==> src/rtl/vid_pattern_pkg.sv <==
// Shared encodings for the video test-pattern source: pattern modes, bar colours,
// raster sequencer states and the common counter width.
package vid_pattern_pkg;

    localparam int CNT_W = 12;

    localparam logic [1:0] MODE_BARS  = 2'd0;
    localparam logic [1:0] MODE_GREY  = 2'd1;
    localparam logic [1:0] MODE_CHECK = 2'd2;
    localparam logic [1:0] MODE_SOLID = 2'd3;

    localparam logic [23:0] COL_WHITE   = 24'hFFFFFF;
    localparam logic [23:0] COL_YELLOW  = 24'hFFFF00;
    localparam logic [23:0] COL_CYAN    = 24'h00FFFF;
    localparam logic [23:0] COL_GREEN   = 24'h00FF00;
    localparam logic [23:0] COL_MAGENTA = 24'hFF00FF;
    localparam logic [23:0] COL_RED     = 24'hFF0000;
    localparam logic [23:0] COL_BLUE    = 24'h0000FF;
    localparam logic [23:0] COL_BLACK   = 24'h000000;

    typedef enum logic [1:0] {
        ST_IDLE     = 2'd0,
        ST_RUN      = 2'd1,
        ST_STOPPING = 2'd2
    } vid_state_e;

    function automatic logic [23:0] bar_colour(input logic [2:0] idx);
        logic [23:0] col;
        case (idx)
            3'd0:    col = COL_WHITE;
            3'd1:    col = COL_YELLOW;
            3'd2:    col = COL_CYAN;
            3'd3:    col = COL_GREEN;
            3'd4:    col = COL_MAGENTA;
            3'd5:    col = COL_RED;
            3'd6:    col = COL_BLUE;
            default: col = COL_BLACK;
        endcase
        return col;
    endfunction

endpackage

==> src/rtl/vid_timing_counter.sv <==
// Raster sequencer: run/stop FSM, horizontal and vertical position counters and
// the combinational active/sync decode of the current position.
module vid_timing_counter
    import vid_pattern_pkg::*;
#(
    parameter int H_ACTIVE = 1280,
    parameter int H_FP     = 110,
    parameter int H_SYNC   = 40,
    parameter int H_BP     = 220,
    parameter int V_ACTIVE = 720,
    parameter int V_FP     = 5,
    parameter int V_SYNC   = 5,
    parameter int V_BP     = 20
) (
    input  logic             clk,
    input  logic             rst,
    input  logic             en_i,
    output logic [CNT_W-1:0] h_o,
    output logic [CNT_W-1:0] v_o,
    output logic             run_o,
    output logic             active_o,
    output logic             hsync_o,
    output logic             vsync_o
);

    localparam int H_TOTAL = H_ACTIVE + H_FP + H_SYNC + H_BP;
    localparam int V_TOTAL = V_ACTIVE + V_FP + V_SYNC + V_BP;

    localparam logic [CNT_W-1:0] H_LAST   = CNT_W'(H_TOTAL - 1);
    localparam logic [CNT_W-1:0] V_LAST   = CNT_W'(V_TOTAL - 1);
    localparam logic [CNT_W-1:0] H_ACT    = CNT_W'(H_ACTIVE);
    localparam logic [CNT_W-1:0] V_ACT    = CNT_W'(V_ACTIVE);
    localparam logic [CNT_W-1:0] HS_BEG   = CNT_W'(H_ACTIVE + H_FP);
    localparam logic [CNT_W-1:0] HS_END   = CNT_W'(H_ACTIVE + H_FP + H_SYNC);
    localparam logic [CNT_W-1:0] VS_BEG   = CNT_W'(V_ACTIVE + V_FP);
    localparam logic [CNT_W-1:0] VS_END   = CNT_W'(V_ACTIVE + V_FP + V_SYNC);
    localparam logic [CNT_W-1:0] CNT_ZERO = CNT_W'(0);
    localparam logic [CNT_W-1:0] CNT_ONE  = CNT_W'(1);

    vid_state_e       state_q, state_d;
    logic [CNT_W-1:0] h_q, h_d;
    logic [CNT_W-1:0] v_q, v_d;
    logic             h_end;
    logic             frame_end;

    assign h_end     = (h_q == H_LAST);
    assign frame_end = h_end && (v_q == V_LAST);

    // Next state and counter advance; a stop request only takes effect at the end of the frame.
    always_comb begin
        state_d = state_q;
        h_d     = h_q;
        v_d     = v_q;
        case (state_q)
            ST_IDLE: begin
                if (en_i) state_d = ST_RUN;
                else      state_d = ST_IDLE;
            end
            ST_RUN: begin
                if (!en_i) state_d = frame_end ? ST_IDLE : ST_STOPPING;
                else       state_d = ST_RUN;
            end
            ST_STOPPING: begin
                if (en_i)           state_d = ST_RUN;
                else if (frame_end) state_d = ST_IDLE;
                else                state_d = ST_STOPPING;
            end
            default: state_d = ST_IDLE;
        endcase

        if (state_q == ST_IDLE) begin
            h_d = CNT_ZERO;
            v_d = CNT_ZERO;
        end else if (h_end) begin
            h_d = CNT_ZERO;
            v_d = (v_q == V_LAST) ? CNT_ZERO : (v_q + CNT_ONE);
        end else begin
            h_d = h_q + CNT_ONE;
        end
    end

    // State and position registers.
    always_ff @(posedge clk or posedge rst) begin
        if (rst) begin
            state_q <= ST_IDLE;
            h_q     <= CNT_ZERO;
            v_q     <= CNT_ZERO;
        end else begin
            state_q <= state_d;
            h_q     <= h_d;
            v_q     <= v_d;
        end
    end

    assign h_o      = h_q;
    assign v_o      = v_q;
    assign run_o    = (state_q != ST_IDLE);
    assign active_o = run_o && (h_q < H_ACT) && (v_q < V_ACT);
    assign hsync_o  = run_o && (h_q >= HS_BEG) && (h_q < HS_END);
    assign vsync_o  = run_o && (v_q >= VS_BEG) && (v_q < VS_END);

endmodule

==> src/rtl/video_pattern_gen.sv <==
// RGB888 test-pattern source: raster timing from vid_timing_counter, a per-frame
// latched pattern select, and one register stage aligning pixel, syncs and qualifiers.
module video_pattern_gen
    import vid_pattern_pkg::*;
#(
    parameter int   H_ACTIVE = 1280,
    parameter int   H_FP     = 110,
    parameter int   H_SYNC   = 40,
    parameter int   H_BP     = 220,
    parameter int   V_ACTIVE = 720,
    parameter int   V_FP     = 5,
    parameter int   V_SYNC   = 5,
    parameter int   V_BP     = 20,
    parameter logic SYNC_POL = 1'b1,
    parameter int   CHK_LOG2 = 3
) (
    input  logic        clk,
    input  logic        rst,
    input  logic        i_en,
    input  logic [1:0]  i_mode,
    input  logic [23:0] i_solid_rgb,
    output logic [23:0] o_rgb888,
    output logic        o_vsync,
    output logic        o_hsync,
    output logic        o_vaild,
    output logic        o_frame_start
);

    localparam int               BAR_W    = H_ACTIVE / 8;
    localparam logic [CNT_W-1:0] BAR_LAST = CNT_W'(BAR_W - 1);
    localparam logic [CNT_W-1:0] CNT_ZERO = CNT_W'(0);
    localparam logic [CNT_W-1:0] CNT_ONE  = CNT_W'(1);

    logic [CNT_W-1:0] tc_h, tc_v;
    logic             tc_run, tc_active, tc_hsync, tc_vsync;
    logic             frame_first;

    logic [1:0]       mode_q, mode_d;
    logic [23:0]      solid_q, solid_d;
    logic [CNT_W-1:0] bar_cnt_q, bar_cnt_d;
    logic [2:0]       bar_idx_q, bar_idx_d;
    logic [23:0]      pix;

    logic [23:0]      rgb_q, rgb_d;
    logic             hsync_q, hsync_d;
    logic             vsync_q, vsync_d;
    logic             vaild_q, vaild_d;
    logic             fs_q, fs_d;

    vid_timing_counter #(
        .H_ACTIVE (H_ACTIVE),
        .H_FP     (H_FP),
        .H_SYNC   (H_SYNC),
        .H_BP     (H_BP),
        .V_ACTIVE (V_ACTIVE),
        .V_FP     (V_FP),
        .V_SYNC   (V_SYNC),
        .V_BP     (V_BP)
    ) u_timing (
        .clk      (clk),
        .rst      (rst),
        .en_i     (i_en),
        .h_o      (tc_h),
        .v_o      (tc_v),
        .run_o    (tc_run),
        .active_o (tc_active),
        .hsync_o  (tc_hsync),
        .vsync_o  (tc_vsync)
    );

    assign frame_first = tc_run && (tc_h == CNT_ZERO) && (tc_v == CNT_ZERO);

    // Bar position tracks h through the active part of each line; the last bar absorbs any remainder.
    always_comb begin
        bar_cnt_d = bar_cnt_q;
        bar_idx_d = bar_idx_q;
        if (!tc_active) begin
            bar_cnt_d = CNT_ZERO;
            bar_idx_d = 3'd0;
        end else if (bar_idx_q == 3'd7) begin
            bar_cnt_d = bar_cnt_q;
            bar_idx_d = bar_idx_q;
        end else if (bar_cnt_q == BAR_LAST) begin
            bar_cnt_d = CNT_ZERO;
            bar_idx_d = bar_idx_q + 3'd1;
        end else begin
            bar_cnt_d = bar_cnt_q + CNT_ONE;
        end
    end

    // Pattern select is taken live on the first pixel of a frame and frozen for the rest of it.
    always_comb begin
        mode_d  = frame_first ? i_mode      : mode_q;
        solid_d = frame_first ? i_solid_rgb : solid_q;
        case (mode_d)
            MODE_BARS:  pix = bar_colour(bar_idx_q);
            MODE_GREY:  pix = {tc_h[7:0], tc_h[7:0], tc_h[7:0]};
            MODE_CHECK: pix = (tc_h[CHK_LOG2] ^ tc_v[CHK_LOG2]) ? COL_WHITE : COL_BLACK;
            MODE_SOLID: pix = solid_d;
            default:    pix = COL_BLACK;
        endcase
        if (tc_active) rgb_d = pix;
        else           rgb_d = 24'h000000;
        vaild_d = tc_active;
        fs_d    = frame_first;
        hsync_d = tc_hsync ? SYNC_POL : ~SYNC_POL;
        vsync_d = tc_vsync ? SYNC_POL : ~SYNC_POL;
    end

    // Pattern state and the aligned output stage.
    always_ff @(posedge clk or posedge rst) begin
        if (rst) begin
            mode_q    <= MODE_BARS;
            solid_q   <= 24'h000000;
            bar_cnt_q <= CNT_ZERO;
            bar_idx_q <= 3'd0;
            rgb_q     <= 24'h000000;
            hsync_q   <= ~SYNC_POL;
            vsync_q   <= ~SYNC_POL;
            vaild_q   <= 1'b0;
            fs_q      <= 1'b0;
        end else begin
            mode_q    <= mode_d;
            solid_q   <= solid_d;
            bar_cnt_q <= bar_cnt_d;
            bar_idx_q <= bar_idx_d;
            rgb_q     <= rgb_d;
            hsync_q   <= hsync_d;
            vsync_q   <= vsync_d;
            vaild_q   <= vaild_d;
            fs_q      <= fs_d;
        end
    end

    assign o_rgb888      = rgb_q;
    assign o_hsync       = hsync_q;
    assign o_vsync       = vsync_q;
    assign o_vaild       = vaild_q;
    assign o_frame_start = fs_q;

endmodule

==> config.mk <==
export PLATFORM = sky130hd
export DESIGN_NAME = video_pattern_gen
export DESIGN_NICKNAME = d
export VERILOG_FILES = /design/src/rtl/vid_pattern_pkg.sv /design/src/rtl/vid_timing_counter.sv /design/src/rtl/video_pattern_gen.sv
export SDC_FILE = /design/constraint.sdc
export NUM_CORES = 1
export LEC_CHECK = 0
export CORE_MARGIN = 1.5
export CORE_UTILIZATION = 35
export DETAILED_ROUTE_END_ITERATION = 6
export PLACE_DENSITY_LB_ADDON = 0.25
export SLEW_MARGIN = 5
export SYNTH_ARGS = -nofsm -noshare
export SYNTH_HDL_FRONTEND = slang
export SYNTH_SLANG_ARGS = --single-unit
==> constraint.sdc <==
create_clock -name clk -period 2.6 [get_ports clk]
set_input_delay 0.39 -clock clk [delete_from_list [all_inputs] [get_ports clk]]
set_output_delay 0.39 -clock clk [all_outputs]
set_load 0.005 [all_outputs]
==> metrics.md <==
| Metric | Value |
|---|---|
| CP startpoint kind | flop |
| Worst path cell trace | inv_1 -> ha_1 -> nor3_1 -> and3_1 -> a21oi_1 -> a221oi_1 -> buf_4 -> a311oi_1 |
| Max_slew headroom | 58.42% |
| Status | complete, no violations |
| Total Routing Usage GR | 16.74% |
| Yosys warnings | 0 |
| Post-Syn Nets | 595 |
| DRC Markers | 0 |
| Final #Nets | 650 |
| Final Max Slew Viols | 0 |
| Distinct cell type count of the synthesized netlist | 52 |
| Hold Fails Final Rpt | 0 |
| Worst Path Required | 2.82 ns |
| Count of final setup violators | 0 |
| Post-CTS Setup Inserts | 0 |
| H-tree levels | 3 |
| # fillers | 1334 |
| Rows | 43 |
| Total congestion overflow | 0 |
| Die height | 123.8 µm |
| WL/cell | 15.43 µm |
| Fin crit share | 91.72% |
| Initial drt markers | 252 |
| Syn Inst Count | 549 |
| Most frequent cells in the layout | nand2_1 (101), dfrtp_1 (95), nand3_1 (69) |
| Clk slew on worst S/H paths | 0.07 ns |
| Die Area | 15330 µm² |
| Gpl congestion | 0.7886 |
| Buffers on Ports | 56 |
| Top-area cell type share of the netlist area | 46.53% |
| DR pass1 iterations | 4 |
| Pin slew with the least headroom to its limit | 0.6203 ns |
| CP max-delay cell | a221oi_1 |
| Post-synth EDFFs | 0 |
| Area of the multi-input gates | 2455 µm² |
| Leak | 2.635 nW |
| HPWL Detailed | 8385 µm |
| Yosys reg bits | 95 |
| Final wirelength | 12180 µm |
| Crit path arrival time | 2.60 ns |
| Number of global-route vias before repair | 3863 |
| Post-synthesis sequential area ratio | 46.53% |
| Layout area overhead | 21.70% |
| Register area | 2377 µm² |
| Post-route minimum period | 2.385 ns |
| Synth top area cells | dfrtp_1 (47%), nand2_1 (7.4%), nand3_1 (6.8%), ha_1 (4.2%), a311oi_1 (4.1%) |
| Die X | 123.8 µm |
| Num CTS Buffers | 9 |
| I/O pins | 57 |
| Vias per inst | 5.288 |
| Prevailing post-synth register cell | dfrtp_1 |
| Core footprint | 14040 µm² |
| Max-Cap Viols | 0 |
| Hold Crit Class | input port to async pin |
| Sink Count | 95 |
| Total power | 0.006304 W |
| Largest net degree at the start of global routing | 79 |
| Skew final | 0.008577 ns |
| Clk root buf | clkbuf_16 |
| Post-synth ARST share | 100.0% |
| Setup repair after global routing missed its margin | false |
| Avg Inst Size Synth | 9.305 µm² |
| Antenna diodes | 0 |
| Syn Std Cell Area | 5109 µm² |
| Max Clock Freq | 419.4 MHz |
| Antenna violations before repair | 0 |
| P per Cell Area | 1014 nW/µm² |
| Global-route wire length before repair | 19620 µm |
| Hold_buf cts | 0 |
| Placement Setup Slack | 0.2714 ns |
| Commonest non-fill, non-tap cell in the layout | nand2_1 |
| Worst Path Max Fanout | 6 |
| Cells after DPL | 773 |
| Final hold slack | 0.3870 ns |
| Peak supply drop | 495.8 µV |
| Clock Latency Late Sink | 0.35 ns |
| Final setup margin | 0.2154 ns |
| CTS tree | yes |
| Crit-path max cell delay | 0.47 ns |
| Kind of critical path | flop to flop |
| Total Neg Setup Slack | 0 ns |
| Clk buf depth | 2 |
| Cell Count, Final, Fillers Out | 789 |
| Synth area leader | dfrtp_1 |
| Initial core utilization | 36.38% |
| Fraction of layout cells with a size suffix above 1 | 8.867% |
| Post-CTS sizing | 0 |
| Vias post-DR | 4172 |
| Post-DRT Antenna Nets | 0 |
| Crit. End Element | flop |
## metrics by stage
| stage | area [µm²] | util, % |
|---|---|---|
| finish | 6217 | 44.28 |
| global route | 6217 | 44.28 |
| CTS | 6217 | 44.28 |
| detailed placement | 5883 | 41.90 |
| global placement | 5883 | 41.90 |
| floorplan | 5112 | - |
## critical path: cells and delay by family (launching register included)
family | cells | cell delay (ns)
simple gates | 2 | 0.70
buf+inv | 2 | 0.27
compound gates | 3 | 0.72
fa+ha+maj | 1 | 0.21
flops | 1 | 0.35
## synthesized netlist by cell type (all sizes together), types with 3 or more instances
cell type  number
o31ai           3
xor2            5
or3             3
xnor2          10
a311oi         24
buf            25
nor2           35
a31oi           3
nor4            8
inv            17
o21ai          21
and3           10
a221oi          5
a21oi          14
nor3b           5
a211oi          4
nand3          71
and2            8
mux2i           9
nand2         101
and4            4
dfrtp          95
nor4b           3
a21o            3
nor2b           7
nand4          10
clkbuf         10
ha             17
or2             3
nor3            8
## logic make-up (layout without fill, tap and decap cells)
family,after synthesis,in the layout,synth area share (%)
XOR/XNOR,15,15,2.572
buffers and inverters,52,112,5.510
AND/OR/NAND/NOR,278,278,27.43
multiplexers,9,9,1.763
AO/OA/AOI/OAI,83,83,12.03
adder cells (fa/ha/maj),17,17,4.164
flip-flops,95,95,46.53
## per-layer routing
metal | GRT usage, % | share of wire, % | vias up
li1 | - | - | 2050
met1 | 23.36 | 48 | 2028
met2 | 25.86 | 46 | 84
met3 | 3.663 | 4.0 | 10
met4 | 5.388 | 1.3 | 0
met5 | 0 | 0 | -
## registers in the layout (all words and copies together), names as in the netlist
register / flops
o_rgb888: 24
u_timing.h_o: 12
solid_q: 24
u_timing.state_q: 2
o_frame_start: 1
o_vaild: 1
mode_q: 2
u_timing.v_o: 12
bar_idx_q: 3
o_hsync: 1
bar_cnt_q: 12
o_vsync: 1
## final timing paths
kind | from | endpoint | slack, ns | depth (start not counted)
worst max register to register | u_timing.state_q[0] | o_rgb888[13] | 0.22 | 8
max in group asynchronous | rst | u_timing.v_o[1] | 1.48 | 3
min in group clk | solid_q[6] | solid_q[6] | 0.47 | 2
worst max-delay path | u_timing.state_q[0] | o_rgb888[13] | 0.22 | 8
worst min-delay path | rst | solid_q[15] | 0.39 | 2
worst min register to register | solid_q[6] | solid_q[6] | 0.47 | 2
## area by class of cell
type	instances	area share, %
Clock buffer	12	4.126
Timing Repair Buffer	79	12.20
Tap cell	180	3.622
Inverter	17	1.087
Sequential cell	95	38.24
Clock inverter	4	1.248
Multi-Input combinational cell	402	39.48
## power by group
part           total, W  internal (W)  switching [W]  leakage (nW)
Clock           0.00146      0.000899       0.000566         0.163
Combinational   0.00274       0.00112        0.00161          1.22
Sequential      0.00210       0.00188       0.000222          1.26
Total           0.00630       0.00390        0.00240          2.64
No activity file was read; power rests on OpenSTA's default activity.
